### src/rtl/alu_op_sequencer.sv
// Control stage for the 32-bit ALU datapath: accepts one request, drives one-hot
// datapath controls for a fixed number of cycles, then registers result and flags.
module alu_op_sequencer #(
  parameter int EXEC_CYCLES = 1,
  parameter int MUL_CYCLES  = 2
) (
  input  logic        clk,
  input  logic        rst_n,
  input  logic        in_valid,
  output logic        in_ready,
  input  logic [3:0]  op,
  input  logic [31:0] in_a,
  input  logic [31:0] in_b,
  output logic [31:0] A,
  output logic [31:0] B,
  output logic        arithmic_op,
  output logic        sub,
  output logic        logic_op,
  output logic        shift_op,
  output logic        shift_right,
  output logic        mul_op,
  output logic        trans_op,
  output logic        trans_sel,
  output logic [1:0]  sel,
  input  logic [31:0] Y,
  input  logic        carry,
  output logic        out_valid,
  input  logic        out_ready,
  output logic [31:0] result,
  output logic        flag_c,
  output logic        flag_z,
  output logic        flag_n,
  output logic        flag_v,
  output logic        illegal
);

  localparam logic [3:0] OP_ADD   = 4'd0;
  localparam logic [3:0] OP_SUB   = 4'd1;
  localparam logic [3:0] OP_AND   = 4'd2;
  localparam logic [3:0] OP_OR    = 4'd3;
  localparam logic [3:0] OP_XOR   = 4'd4;
  localparam logic [3:0] OP_NOR   = 4'd5;
  localparam logic [3:0] OP_SHL   = 4'd6;
  localparam logic [3:0] OP_SHR   = 4'd7;
  localparam logic [3:0] OP_MUL   = 4'd8;
  localparam logic [3:0] OP_PASSA = 4'd9;
  localparam logic [3:0] OP_PASSB = 4'd10;

  localparam logic [3:0] EXEC_LOAD = 4'(EXEC_CYCLES - 1);
  localparam logic [3:0] MUL_LOAD  = 4'(MUL_CYCLES - 1);

  typedef enum logic [1:0] {
    S_IDLE = 2'd0,
    S_EXEC = 2'd1,
    S_DONE = 2'd2
  } state_t;

  typedef struct packed {
    logic       arith;
    logic       sub;
    logic       logic_op;
    logic [1:0] sel;
    logic       shift;
    logic       shift_right;
    logic       mul;
    logic       trans;
    logic       trans_sel;
  } ctrl_t;

  state_t      state_q, state_d;
  logic [3:0]  cnt_q, cnt_d;
  logic [3:0]  op_q, op_d;
  logic [31:0] a_q, a_d;
  logic [31:0] b_q, b_d;
  ctrl_t       ctrl_q, ctrl_d;
  ctrl_t       dec_ctrl;
  logic        out_valid_q, out_valid_d;
  logic [31:0] result_q, result_d;
  logic        flag_c_q, flag_c_d;
  logic        flag_z_q, flag_z_d;
  logic        flag_n_q, flag_n_d;
  logic        flag_v_q, flag_v_d;
  logic        illegal_q, illegal_d;

  logic        is_add, is_sub, is_illegal;
  logic [31:0] y_cap;

  always_comb begin
    dec_ctrl = '0;
    case (op)
      OP_ADD:   dec_ctrl.arith = 1'b1;
      OP_SUB:   begin dec_ctrl.arith = 1'b1; dec_ctrl.sub = 1'b1; end
      OP_AND:   begin dec_ctrl.logic_op = 1'b1; dec_ctrl.sel = 2'b00; end
      OP_OR:    begin dec_ctrl.logic_op = 1'b1; dec_ctrl.sel = 2'b01; end
      OP_XOR:   begin dec_ctrl.logic_op = 1'b1; dec_ctrl.sel = 2'b10; end
      OP_NOR:   begin dec_ctrl.logic_op = 1'b1; dec_ctrl.sel = 2'b11; end
      OP_SHL:   dec_ctrl.shift = 1'b1;
      OP_SHR:   begin dec_ctrl.shift = 1'b1; dec_ctrl.shift_right = 1'b1; end
      OP_MUL:   dec_ctrl.mul = 1'b1;
      OP_PASSA: dec_ctrl.trans = 1'b1;
      OP_PASSB: begin dec_ctrl.trans = 1'b1; dec_ctrl.trans_sel = 1'b1; end
      default:  dec_ctrl = '0;
    endcase
  end

  // Flags are derived from the opcode latched at accept, not the live op input.
  assign is_add     = (op_q == OP_ADD);
  assign is_sub     = (op_q == OP_SUB);
  assign is_illegal = (op_q > OP_PASSB);
  assign y_cap      = is_illegal ? 32'd0 : Y;

  always_comb begin
    state_d     = state_q;
    cnt_d       = cnt_q;
    op_d        = op_q;
    a_d         = a_q;
    b_d         = b_q;
    ctrl_d      = ctrl_q;
    out_valid_d = out_valid_q;
    result_d    = result_q;
    flag_c_d    = flag_c_q;
    flag_z_d    = flag_z_q;
    flag_n_d    = flag_n_q;
    flag_v_d    = flag_v_q;
    illegal_d   = illegal_q;
    case (state_q)
      S_IDLE: begin
        if (in_valid) begin
          a_d     = in_a;
          b_d     = in_b;
          op_d    = op;
          ctrl_d  = dec_ctrl;
          cnt_d   = (op == OP_MUL) ? MUL_LOAD : EXEC_LOAD;
          state_d = S_EXEC;
        end
      end
      S_EXEC: begin
        if (cnt_q == 4'd0) begin
          result_d    = y_cap;
          flag_z_d    = (y_cap == 32'd0);
          flag_n_d    = y_cap[31];
          flag_c_d    = (is_add | is_sub) & carry;
          flag_v_d    = (is_add & (a_q[31] == b_q[31]) & (Y[31] != a_q[31])) |
                        (is_sub & (a_q[31] != b_q[31]) & (Y[31] != a_q[31]));
          illegal_d   = is_illegal;
          ctrl_d      = '0;
          out_valid_d = 1'b1;
          state_d     = S_DONE;
        end else begin
          cnt_d = cnt_q - 4'd1;
        end
      end
      S_DONE: begin
        if (out_ready) begin
          out_valid_d = 1'b0;
          state_d     = S_IDLE;
        end
      end
      default: state_d = S_IDLE;
    endcase
  end

  always_ff @(posedge clk or negedge rst_n) begin
    if (!rst_n) begin
      state_q     <= S_IDLE;
      cnt_q       <= 4'd0;
      op_q        <= 4'd0;
      a_q         <= 32'd0;
      b_q         <= 32'd0;
      ctrl_q      <= '0;
      out_valid_q <= 1'b0;
      result_q    <= 32'd0;
      flag_c_q    <= 1'b0;
      flag_z_q    <= 1'b0;
      flag_n_q    <= 1'b0;
      flag_v_q    <= 1'b0;
      illegal_q   <= 1'b0;
    end else begin
      state_q     <= state_d;
      cnt_q       <= cnt_d;
      op_q        <= op_d;
      a_q         <= a_d;
      b_q         <= b_d;
      ctrl_q      <= ctrl_d;
      out_valid_q <= out_valid_d;
      result_q    <= result_d;
      flag_c_q    <= flag_c_d;
      flag_z_q    <= flag_z_d;
      flag_n_q    <= flag_n_d;
      flag_v_q    <= flag_v_d;
      illegal_q   <= illegal_d;
    end
  end

  assign in_ready    = (state_q == S_IDLE);
  assign A           = a_q;
  assign B           = b_q;
  assign arithmic_op = ctrl_q.arith;
  assign sub         = ctrl_q.sub;
  assign logic_op    = ctrl_q.logic_op;
  assign sel         = ctrl_q.sel;
  assign shift_op    = ctrl_q.shift;
  assign shift_right = ctrl_q.shift_right;
  assign mul_op      = ctrl_q.mul;
  assign trans_op    = ctrl_q.trans;
  assign trans_sel   = ctrl_q.trans_sel;
  assign out_valid   = out_valid_q;
  assign result      = result_q;
  assign flag_c      = flag_c_q;
  assign flag_z      = flag_z_q;
  assign flag_n      = flag_n_q;
  assign flag_v      = flag_v_q;
  assign illegal     = illegal_q;

endmodule
### config.mk
export PLATFORM = sky130hd
export DESIGN_NAME = alu_op_sequencer
export DESIGN_NICKNAME = d
export VERILOG_FILES = /design/src/rtl/alu_op_sequencer.sv
export SDC_FILE = /design/constraint.sdc
export NUM_CORES = 1
export LEC_CHECK = 0
export ABC_AREA = 1
export BUFFER_PORTS_ARGS = -buffer_cell sky130_fd_sc_hd__buf_2
export CORE_AREA = 4 4 116 118
export DETAILED_ROUTE_END_ITERATION = 10
export DIE_AREA = 0 0 120 122
export PLACE_DENSITY = 0.67
export SLEW_MARGIN = 5
export SYNTH_ARGS = -nofsm -noshare
export SYNTH_HDL_FRONTEND = slang
export SYNTH_SLANG_ARGS = --single-unit
### constraint.sdc
create_clock -name clk -period 4.05 [get_ports clk]
set_clock_uncertainty 0.1 [all_clocks]
set_input_delay 1.215 -clock clk [delete_from_list [all_inputs] [get_ports clk]]
set_output_delay 1.215 -clock clk [all_outputs]
set_load 0.02 [all_outputs]
==> flow_results.org, run 1 <==
** Run status
- The flow ran to the end, and the final reports show no timing, DRC or antenna violations.

** Pwr
- Summed over all cells, the static leakage comes to 3.86 nW.
- The internal power of the cells totals 3.55 mW.
- The worst-case IR drop observed on VDD is 0.352 mV.
- Clock power share :: 25.4%
- Fraction of power consumed by combinational cells :: 39.9%
- Sequential cell fraction of total power :: 34.8%
- For this design the ratio of total power to cell area is 897 nW/um^2.
- Summing internal, switching and leakage power gives 6.00 mW.
- Summed over all nets, the switching power comes to 2.45 mW.
- Fraction of power spent switching nets :: 40.9%

** Layout
- For this run, the number of standard cells in the final layout without fillers is 954.
- Net count, final :: 878
- Number of diodes :: 0
- Footprint of the multi-input gates :: 1640 sq um
- Cell area after layout :: 6690 sq um
- Relative to the synthesized area, the layout overhead comes to 36.7%.
- Across the whole layout, storage elements account for 3030 sq um.
- The layout has 1,154 filler cells.
- Share of layout cells above drive strength 1 :: 32.9%

** CTS
- Clock tree synthesis inserted a total of 17 buffers.
- The later pin in the worst-skew pair is clocked with a latency of 0.40 ns.
- The clock tree synthesis step divided the H-tree into 4 levels.
- Number of sinks handled by clock tree synthesis :: 121
- # resized after CTS :: 0
- CTS tree :: built
- Postcts setup bufs :: 0
- CTS placed an instance of sky130_fd_sc_hd__clkbuf_16 at the clock tree root.
- Clk buf depth :: 2
- After clock tree synthesis, the clock-pin slew on the worst setup and hold paths is 0.05 ns.
- The number of hold buffers added after CTS was 0.

** Global routing
- Final global-route overflow total :: 0
- The number of global-route vias before repair is 4,352.
- In the global route stage, overall resource usage came out at 18.0%.
- Number of antenna violations at the first check in global routing :: 0
- Maximum number of pins on one net before global-route repair :: 68
- The first global-routing pass estimated 20,700 um of wire.
- For met3 alone, demand over resource in global routing was 6.82%.
- Met2 demand-to-capacity share in global routing :: 29.7%
- The layer flagged by global routing as most heavily used is met2.
- For met1 alone, demand over resource in global routing was 21.7%.

** Route
- After detailed routing, the total wire length is 13,000 um.
- Number of nets still failing antenna checks after routing :: 0
- In the routed layout, each cell is associated on average with a via count of 4.62.
- Dividing the detail-routed wire length by the instance count gives 13.6 um.
- Total DRC errors in the routed layout :: 0
- For this block, the via count after detailed routing is 4,408.
- Iteration-0 DRC Markers :: 340
- The first detailed-routing pass ran for 4 iterations.

** Critical path
- STA classifies the critical path startpoint as an input pin.
- Worst Path Required :: 4.29 ns
- The critical path is of the in -> reg type.
- Data arrival, critical path :: 2.87 ns
- Kind of capture point of the worst setup path :: flop
- In this run the worst path has a maximum fanout of 36.

** Die
- Site Rows :: 41
- For this configuration, the core starts out at a cell density of 39.2%.
- Number of top-level design ports :: 218
- The die is 120 um wide.
- The die covers 14,600 sq um.
- Die extent in y :: 122 um
- Core Region :: 12,500 sq um

** Synth
- The mapped netlist covers 4890 sq um.
- Averaged over all synthesized cells, the footprint is 8.75 sq um.
- Largest area contributor in the netlist :: sky130_fd_sc_hd__dfrtp_1
- Yosys printed 0 warnings.
- Xor and xnor fraction of the mapped netlist area :: 0.537%
- For this run, the register share of the synthesized area comes to 61.9%.
- Area share of the largest cell type after synthesis :: 61.9%
- Counting distinct cell types in the post-synthesis netlist gives 26.
- Dominant combinational cell family by area after synthesis :: simple AND/OR/NAND/NOR gates
- Synth Register Bits :: 121
- Area fraction in and, or, nand and nor cells after synthesis :: 25.5%
- Compound-Gate Fraction of Synth Area :: 6.93%
- Adder-Cell Fraction of Synth Area :: 0.512%
- Synthesized netlist cell count :: 559
- Measured against the total synthesized area, the mux share comes to 0%.
- Synthesized netlist net count :: 666
- Main area contributors after synthesis :: sky130_fd_sc_hd__dfrtp_1 (62%), sky130_fd_sc_hd__nand2_1 (23%), sky130_fd_sc_hd__o21ai_0 (5.5%)

** Run
- Across the run, the number of max-cap violations was 0.

** STA
- Minimum clock period after layout :: 2.63 ns
- Max frequency :: 380 MHz
- Tightest slew margin relative to the limit :: 51.4%
- For the pin with the worst max-slew slack, the measured transition is 0.727 ns.
- Pins over their slew limit :: 0
- Summed over all failing endpoints, the final setup total negative slack is 0 ns.
- Setup repair after global routing missed its margin :: no
- Period utilisation layout :: 65.0%
- On the final layout, the worst hold slack is 0.371 ns.
- Hold Violations, Final :: 0
- Setup violations remaining at the end of the flow were counted as 0.

** Placed design
- Input and output buffers added on the ports amount to 217.
- DP HPWL :: 9550 um
- In this run the cell area measured after placement is 6080 sq um.
- Weighted congestion at the end of routability-driven global placement :: 0.802
- Cell total after placement :: 924

** Hold path
- The min-delay analysis places its worst path in the category reg -> reg.
-- kinds of logic after synthesis --
logic type | Yosys count
simple gates | 324
flops | 121
compound gates | 64
buf+inv | 45
xor+xnor | 3
fa+ha+maj | 2
-- metrics by stage --
| stage | worst slack, ns | utilization [%] |
|---|---|---|
| 6_report | 1.42 | 53.6 |
| 5_1_grt | 1.21 | 53.6 |
| 4_1_cts | 1.38 | 53.6 |
| 3_5_place_dp | 0.948 | 48.8 |
| 3_3_place_gp | 0.999 | 48.8 |
| 2_1_floorplan | 2.02 | - |
-- routing by layer --
metal | vias up | part of all wire, %
li1 | 2162 | -
met4 | 0 | 0.89
met3 | 11 | 9.0
met5 | - | 0
met1 | 2049 | 42
met2 | 186 | 48
-- power by group through the flow --
stage / registers [mW] / clock network (mW) / logic (mW)
4_1_cts: 2.09 / 1.56 / 2.43
6_report: 2.09 / 1.52 / 2.39
3_5_place_dp: 2.09 / 0 / 2.43
2_1_floorplan: 2.67 / 0 / 1.02
5_1_grt: 2.15 / 1.63 / 2.65
3_3_place_gp: 2.08 / 0 / 2.38
-- cell usage after synthesis --
master / number
sky130_fd_sc_hd__a21o_1: 1
sky130_fd_sc_hd__a21oi_1: 4
sky130_fd_sc_hd__a21oi_4: 1
sky130_fd_sc_hd__a31oi_1: 1
sky130_fd_sc_hd__buf_2: 14
sky130_fd_sc_hd__buf_4: 4
sky130_fd_sc_hd__buf_6: 3
sky130_fd_sc_hd__clkbuf_1: 8
sky130_fd_sc_hd__dfrtp_1: 121
sky130_fd_sc_hd__ha_1: 2
sky130_fd_sc_hd__inv_1: 15
sky130_fd_sc_hd__inv_2: 1
sky130_fd_sc_hd__nand2_1: 296
sky130_fd_sc_hd__nand2_2: 1
sky130_fd_sc_hd__nand3_1: 10
sky130_fd_sc_hd__nand3_2: 1
sky130_fd_sc_hd__nand4_1: 3
sky130_fd_sc_hd__nor2_1: 10
sky130_fd_sc_hd__nor2_2: 1
sky130_fd_sc_hd__nor3_1: 2
sky130_fd_sc_hd__o21ai_0: 54
sky130_fd_sc_hd__o21ai_1: 1
sky130_fd_sc_hd__o22ai_1: 1
sky130_fd_sc_hd__o31ai_1: 1
sky130_fd_sc_hd__xnor2_1: 1
sky130_fd_sc_hd__xor2_1: 2
-- worst paths after layout --
| path | from | to | slack [ns] | depth (start not counted) |
|---|---|---|---|---|
| worst min register to register | flag_z$_DFFE_PN0P_ | flag_z$_DFFE_PN0P_ | 0.37 | 2 |
| worst max register to register | state_q[1]$_DFFE_PN0P_ | B[1]$_DFFE_PN0P_ | 1.71 | 6 |
| min in group asynchronous | rst_n | result[5]$_DFFE_PN0P_ | 0.57 | 1 |
| max in group asynchronous | rst_n | B[16]$_DFFE_PN0P_ | 2.52 | 2 |
| worst min-delay path | flag_z$_DFFE_PN0P_ | flag_z$_DFFE_PN0P_ | 0.37 | 2 |
| worst max-delay path | in_valid | B[1]$_DFFE_PN0P_ | 1.42 | 6 |
-- critical path, stage by stage --
cell and delay (ns):
sky130_fd_sc_hd__buf_2 0.08, sky130_fd_sc_hd__nand2_2 0.35, sky130_fd_sc_hd__inv_2 0.61, sky130_fd_sc_hd__buf_4 0.41
sky130_fd_sc_hd__nand2_1 0.10, sky130_fd_sc_hd__nand2_1 0.08
-- sequential cells by signal, summed over array words and instances (netlist names) --
register,cells
A,32
B,32
arithmic_op,1
cnt_q,4
flag_c,1
flag_v,1
flag_z,1
illegal,1
logic_op,1
mul_op,1
op_q,4
out_valid,1
result,32
sel,2
shift_op,1
shift_right,1
state_q,2
sub,1
trans_op,1
trans_sel,1
-- area by class of cell --
| class | count | share of cell area [%] |
|---|---|---|
| flip-flops and latches | 121 | 45.3 |
| multi-input cells | 393 | 24.6 |
| repair buffers | 222 | 17.0 |
| clock buffers | 22 | 7.24 |
| well taps | 172 | 3.22 |
| clock inverters | 8 | 1.78 |
| inverters | 16 | 0.898 |
-- placed cells by master (no fill, tap or decap), drive strengths merged, types with 3 or more instances in the layout --
cell      n
buf     222
dfrtp   121
bufinv    3
nor2     11
nand2   297
clkinv    5
o21ai    55
nand3    11
inv      16
clkbuf   22
a21oi     5
nand4     3
Power figures use the tool's default switching activity.
==> inputs of run 2 (changes only) <==
--- a/config.mk
+++ b/config.mk
@@ -5,11 +5,11 @@
 export SDC_FILE = /design/constraint.sdc
 export NUM_CORES = 1
 export LEC_CHECK = 0
-export ABC_AREA = 1
+export ABC_AREA = 0
 export BUFFER_PORTS_ARGS = -buffer_cell sky130_fd_sc_hd__buf_2
-export CORE_AREA = 4 4 116 118
+export CORE_AREA = 4 4 114 116
 export DETAILED_ROUTE_END_ITERATION = 10
-export DIE_AREA = 0 0 120 122
+export DIE_AREA = 0 0 118 120
 export PLACE_DENSITY = 0.67
 export SLEW_MARGIN = 5
 export SYNTH_ARGS = -nofsm -noshare
==> constraint.sdc (replaced) <==
create_clock -name clk -period 2.7 [get_ports clk]
set_clock_uncertainty 0.1 [all_clocks]
set_input_delay 0.81 -clock clk [delete_from_list [all_inputs] [get_ports clk]]
set_output_delay 0.81 -clock clk [all_outputs]
set_load 0.02 [all_outputs]
==> flow_results.org, run 2 <==
** Critical path
- The critical path data required time came to 1.79 ns (-2.50 ns).
- The largest fanout of any net on the critical path was 5 (-86%).
- The critical path ends at in_ready.
- The data arrival time of the worst path is 1.22 ns (-1.65 ns).
- FF-to-FF setup slack :: 0.58 ns (-1.13 ns)
- The worst setup path is captured at an output port.
- Cell depth of the worst flop-to-flop path :: 7 (+1)
- Launching instance or port of the critical path :: state_q[0]$_DFFE_PN0P_
- The critical path is of the reg -> out type.
- Kind of start point of the critical path :: flop
- Launch point of the worst reg-to-reg path :: cnt_q[0]$_DFFE_PN0P_
- Endpoint of the most critical register-to-register path :: flag_z$_DFFE_PN0P_

** Layout
- The multi-input gate area in the final layout came to 1560 sq um (-5.0%).
- The number of inserted diodes was 0 (unchanged).
- The utilization of the core after routing is 54.7% (+1.0 points).
- Highest-count cells in the layout ignoring fill and taps :: sky130_fd_sc_hd__buf_2 (216), sky130_fd_sc_hd__nand2_1 (214), sky130_fd_sc_hd__dfrtp_1 (121)
- The number of fill cells came to 1,081 (-6.3%).
- Net count, final :: 794 (-9.6%)
- The final cell area excluding filler cells was 6510 sq um (-2.6%).
- Compared with the post-synthesis result, the final layout area differs by 37.0%.
- The library cell used most frequently in the layout, excluding fill and tap cells, is sky130_fd_sc_hd__buf_2.
- Sequential cell area :: 3030 sq um (unchanged)
- Share of layout cells above drive strength 1 :: 36.4% (+3.5 points)

** Synth
- Ranked by instance count, the synthesized netlist is headed by sky130_fd_sc_hd__nand2_1 (214), sky130_fd_sc_hd__dfrtp_1 (121), sky130_fd_sc_hd__a22o_1 (32).
- The sequential-to-total area share from yosys stat was 63.7% (+1.8 points).
- Count of yosys warnings during synthesis :: 0 (unchanged)
- Yosys instantiated no cell more often than sky130_fd_sc_hd__nand2_1.
- Among all flip-flop cells after synthesis, the most frequent one is sky130_fd_sc_hd__dfrtp_1.
- EDFF count, synth :: 0 (unchanged)
- Area share of the largest cell type after synthesis :: 63.7% (+1.8 points)
- The synthesis-stage register bit count came to 121 (unchanged).
- Synthesized netlist cell count :: 470 (-16%)
- Largest area contributor in the netlist :: sky130_fd_sc_hd__dfrtp_1
- Synthesized netlist net count :: 577 (-13%)
- Number of unique standard cell types used by synthesis :: 34 (+31%)
- Mean instance size in the synthesized netlist :: 10.1 sq um (+16%)
- Async set or reset register ratio after synthesis :: 100% (unchanged)
- Main area contributors after synthesis :: sky130_fd_sc_hd__dfrtp_1 (64%), sky130_fd_sc_hd__nand2_1 (17%), sky130_fd_sc_hd__a22o_1 (5.9%)
- Summed instance area of the synthesized netlist :: 4750 sq um (-2.9%)

** Die
- Site Rows :: 40 (-2.4%)
- The area of the die came to 14,200 sq um (-3.3%).
- The overall die width is 118 um (-1.7%).
- Die extent in y :: 120 um (-1.6%)
- Number of top-level design ports :: 218 (unchanged)
- The starting density of the core was 39.9% (+0.65 points).
- The area of the core is 11,900 sq um (-4.4%).

** CTS
- CTS tree :: built
- The number of hold-repair buffers added at the cts stage was 0 (unchanged).
- Clock latency at the later pin of the worst-skew pair :: 0.40 ns (about the same)
- The clock sink count was 121 (unchanged).
- The TritonCTS buffer count was 17 (unchanged).
- Clk buf depth :: 2 (unchanged)
- The number of H-tree levels was 4 (unchanged).
- In this run the clock root is driven by a sky130_fd_sc_hd__clkbuf_16.
- The count of cells resized by post-cts repair is 0 (unchanged).
- The post-CTS setup buffer count came to 0 (unchanged).
- The clock transition at the register clock pins on the worst setup and hold paths after CTS was 0.05 ns (about the same).

** Pwr
- The power density over the cells was 1330 nW/um^2 (+48%).
- Leak :: 3.66 nW (-5.2%)
- Pwr Total :: 8.67 mW (+44%)
- Worst IR drop on VDD :: 0.557 mV (+58%)

** Route
- The detailed-route wire length per cell is 15.0 um (+10%).
- The count of vias placed by the detailed router was 4,154 (-5.8%).
- The wire length after detailed routing is 12,700 um (-2.3%).
- Per-cell via count in the routed design :: 4.92 (+6.4%)
- Total DRC errors in the routed layout :: 0 (unchanged)
- Iteration-0 DRC Markers :: 190 (-44%)
- The remaining antenna violation count was 0 (unchanged).
- DRT Pass-1 Iters :: 4 (unchanged)

** STA
- The worst slew margin relative to its limit is 61.8% (+10 points).
- For this run, the top clock speed supported by timing is 469 MHz.
- Setup-violating endpoint count in the final report :: 0 (unchanged)
- The worst path uses 79.0% of the clock period.
- For the finished layout, the period the worst path requires is 2.13 ns.
- Worst path setup slack after routing :: 0.567 ns (-0.852 ns)
- Pins over their slew limit :: 0 (unchanged)
- Hold Violations, Final :: 0 (unchanged)
- Setup repair after global routing left no endpoint under its margin.
- Setup TNS :: 0 ns (unchanged)
- The measured slew at the worst slew-check pin is 0.573 ns (-0.154 ns).

** Global routing
- The first-pass GRT wire length came to 20,700 um (about the same).
- The maximum number of pins on one net before global-route repair came to 60 (-12%).
- The number of global-route vias before repair was 4,130 (-5.1%).
- Final global-route overflow total :: 0 (unchanged)
- The global routing usage summed across all routing layers was 18.3% (+0.34 points).
- The initial antenna violation count was 0 (unchanged).

** Placed design
- The placed wire-length estimate after detailed placement came to 9250 um (-3.1%).
- Port bufs :: 217 (unchanged)
- The worst slack at placement is 0.345 ns (-0.603 ns).
- Post-detailed-placement cell area :: 5990 sq um (-1.5%)
- Weighted congestion at the end of routability-driven global placement :: 0.858 (+7.0%)

** Hold path
- The tightest min-delay check is of the in -> async type.

** Run status
- The run finished with clean final reports.

** Run
- The count of maximum capacitance violations is 0 (unchanged).
run 2: cell types whose count changed in the layout (fill, tap and decap cells not counted), sizes merged, moves of 10 or more:
cell	delta
a22o	+32
inv	-11
nand2	-83
nor4	+10
o21ai	-50
run 2: metrics by stage:
stage	hold WS, ns	cells
floorplan	0.370	470
global placement	0.347	815
detailed placement	0.355	815
CTS	0.287	845
global route	0.303	845
finish	0.283	845
run 2: cell families (layout without fill, tap and decap cells):
kind of cell	count (synthesis)	count (layout)	share of synthesized area, %
and+or+nand+nor	257	257	22.1
DFF	121	121	63.7
buffers and inverters	34	262	3.50
adders and majority gates	2	2	0.527
xor gates and xnor gates	4	4	0.737
muxes	1	1	0.211
AOI/OAI and AO/OA	51	51	9.19
run 2: cell type report:
cell class,count,area share (%)
Timing Repair Buffer,227,18.4
Multi-Input combinational cell,315,24.0
Clock buffer,27,7.72
Inverter,5,0.288
Clock inverter,3,0.231
Sequential cell,121,46.5
Tap cell,147,2.82
run 2: where the power goes:
part,switching [mW],total (mW),internal (mW)
combinational,2.33,3.60,1.27
clock,0.716,1.97,1.25
sequential,0.461,3.10,2.64
total,3.50,8.67,5.16
run 2: critical path, stage by stage (launching register included):
cell and delay, ns:
sky130_fd_sc_hd__dfrtp_1 0.43, sky130_fd_sc_hd__nor2_1 0.18, sky130_fd_sc_hd__buf_2 0.21
run 2: worst min path at each step:
stage	slack, ns	depth (start not counted)	endpoint	startpoint
2_1_floorplan	0.37	2	op_q[1]$_DFFE_PN0P_	op_q[1]$_DFFE_PN0P_
3_3_place_gp	0.35	2	flag_c$_DFFE_PN0P_	flag_c$_DFFE_PN0P_
3_5_place_dp	0.35	2	flag_v$_DFFE_PN0P_	flag_v$_DFFE_PN0P_
4_1_cts	0.29	1	result[26]$_DFFE_PN0P_	rst_n
5_1_grt	0.30	1	result[26]$_DFFE_PN0P_	rst_n
6_report	0.28	1	result[26]$_DFFE_PN0P_	rst_n
run 2: routing by layer:
| layer | track usage, % | vias to the layer above | wire, um |
|---|---|---|---|
| met5 | 0 | - | 0 |
| met4 | 7.33 | 0 | 172 |
| met3 | 7.12 | 16 | 1380 |
| met2 | 28.7 | 227 | 5850 |
| met1 | 22.8 | 1931 | 5290 |
| li1 | - | 1980 | - |
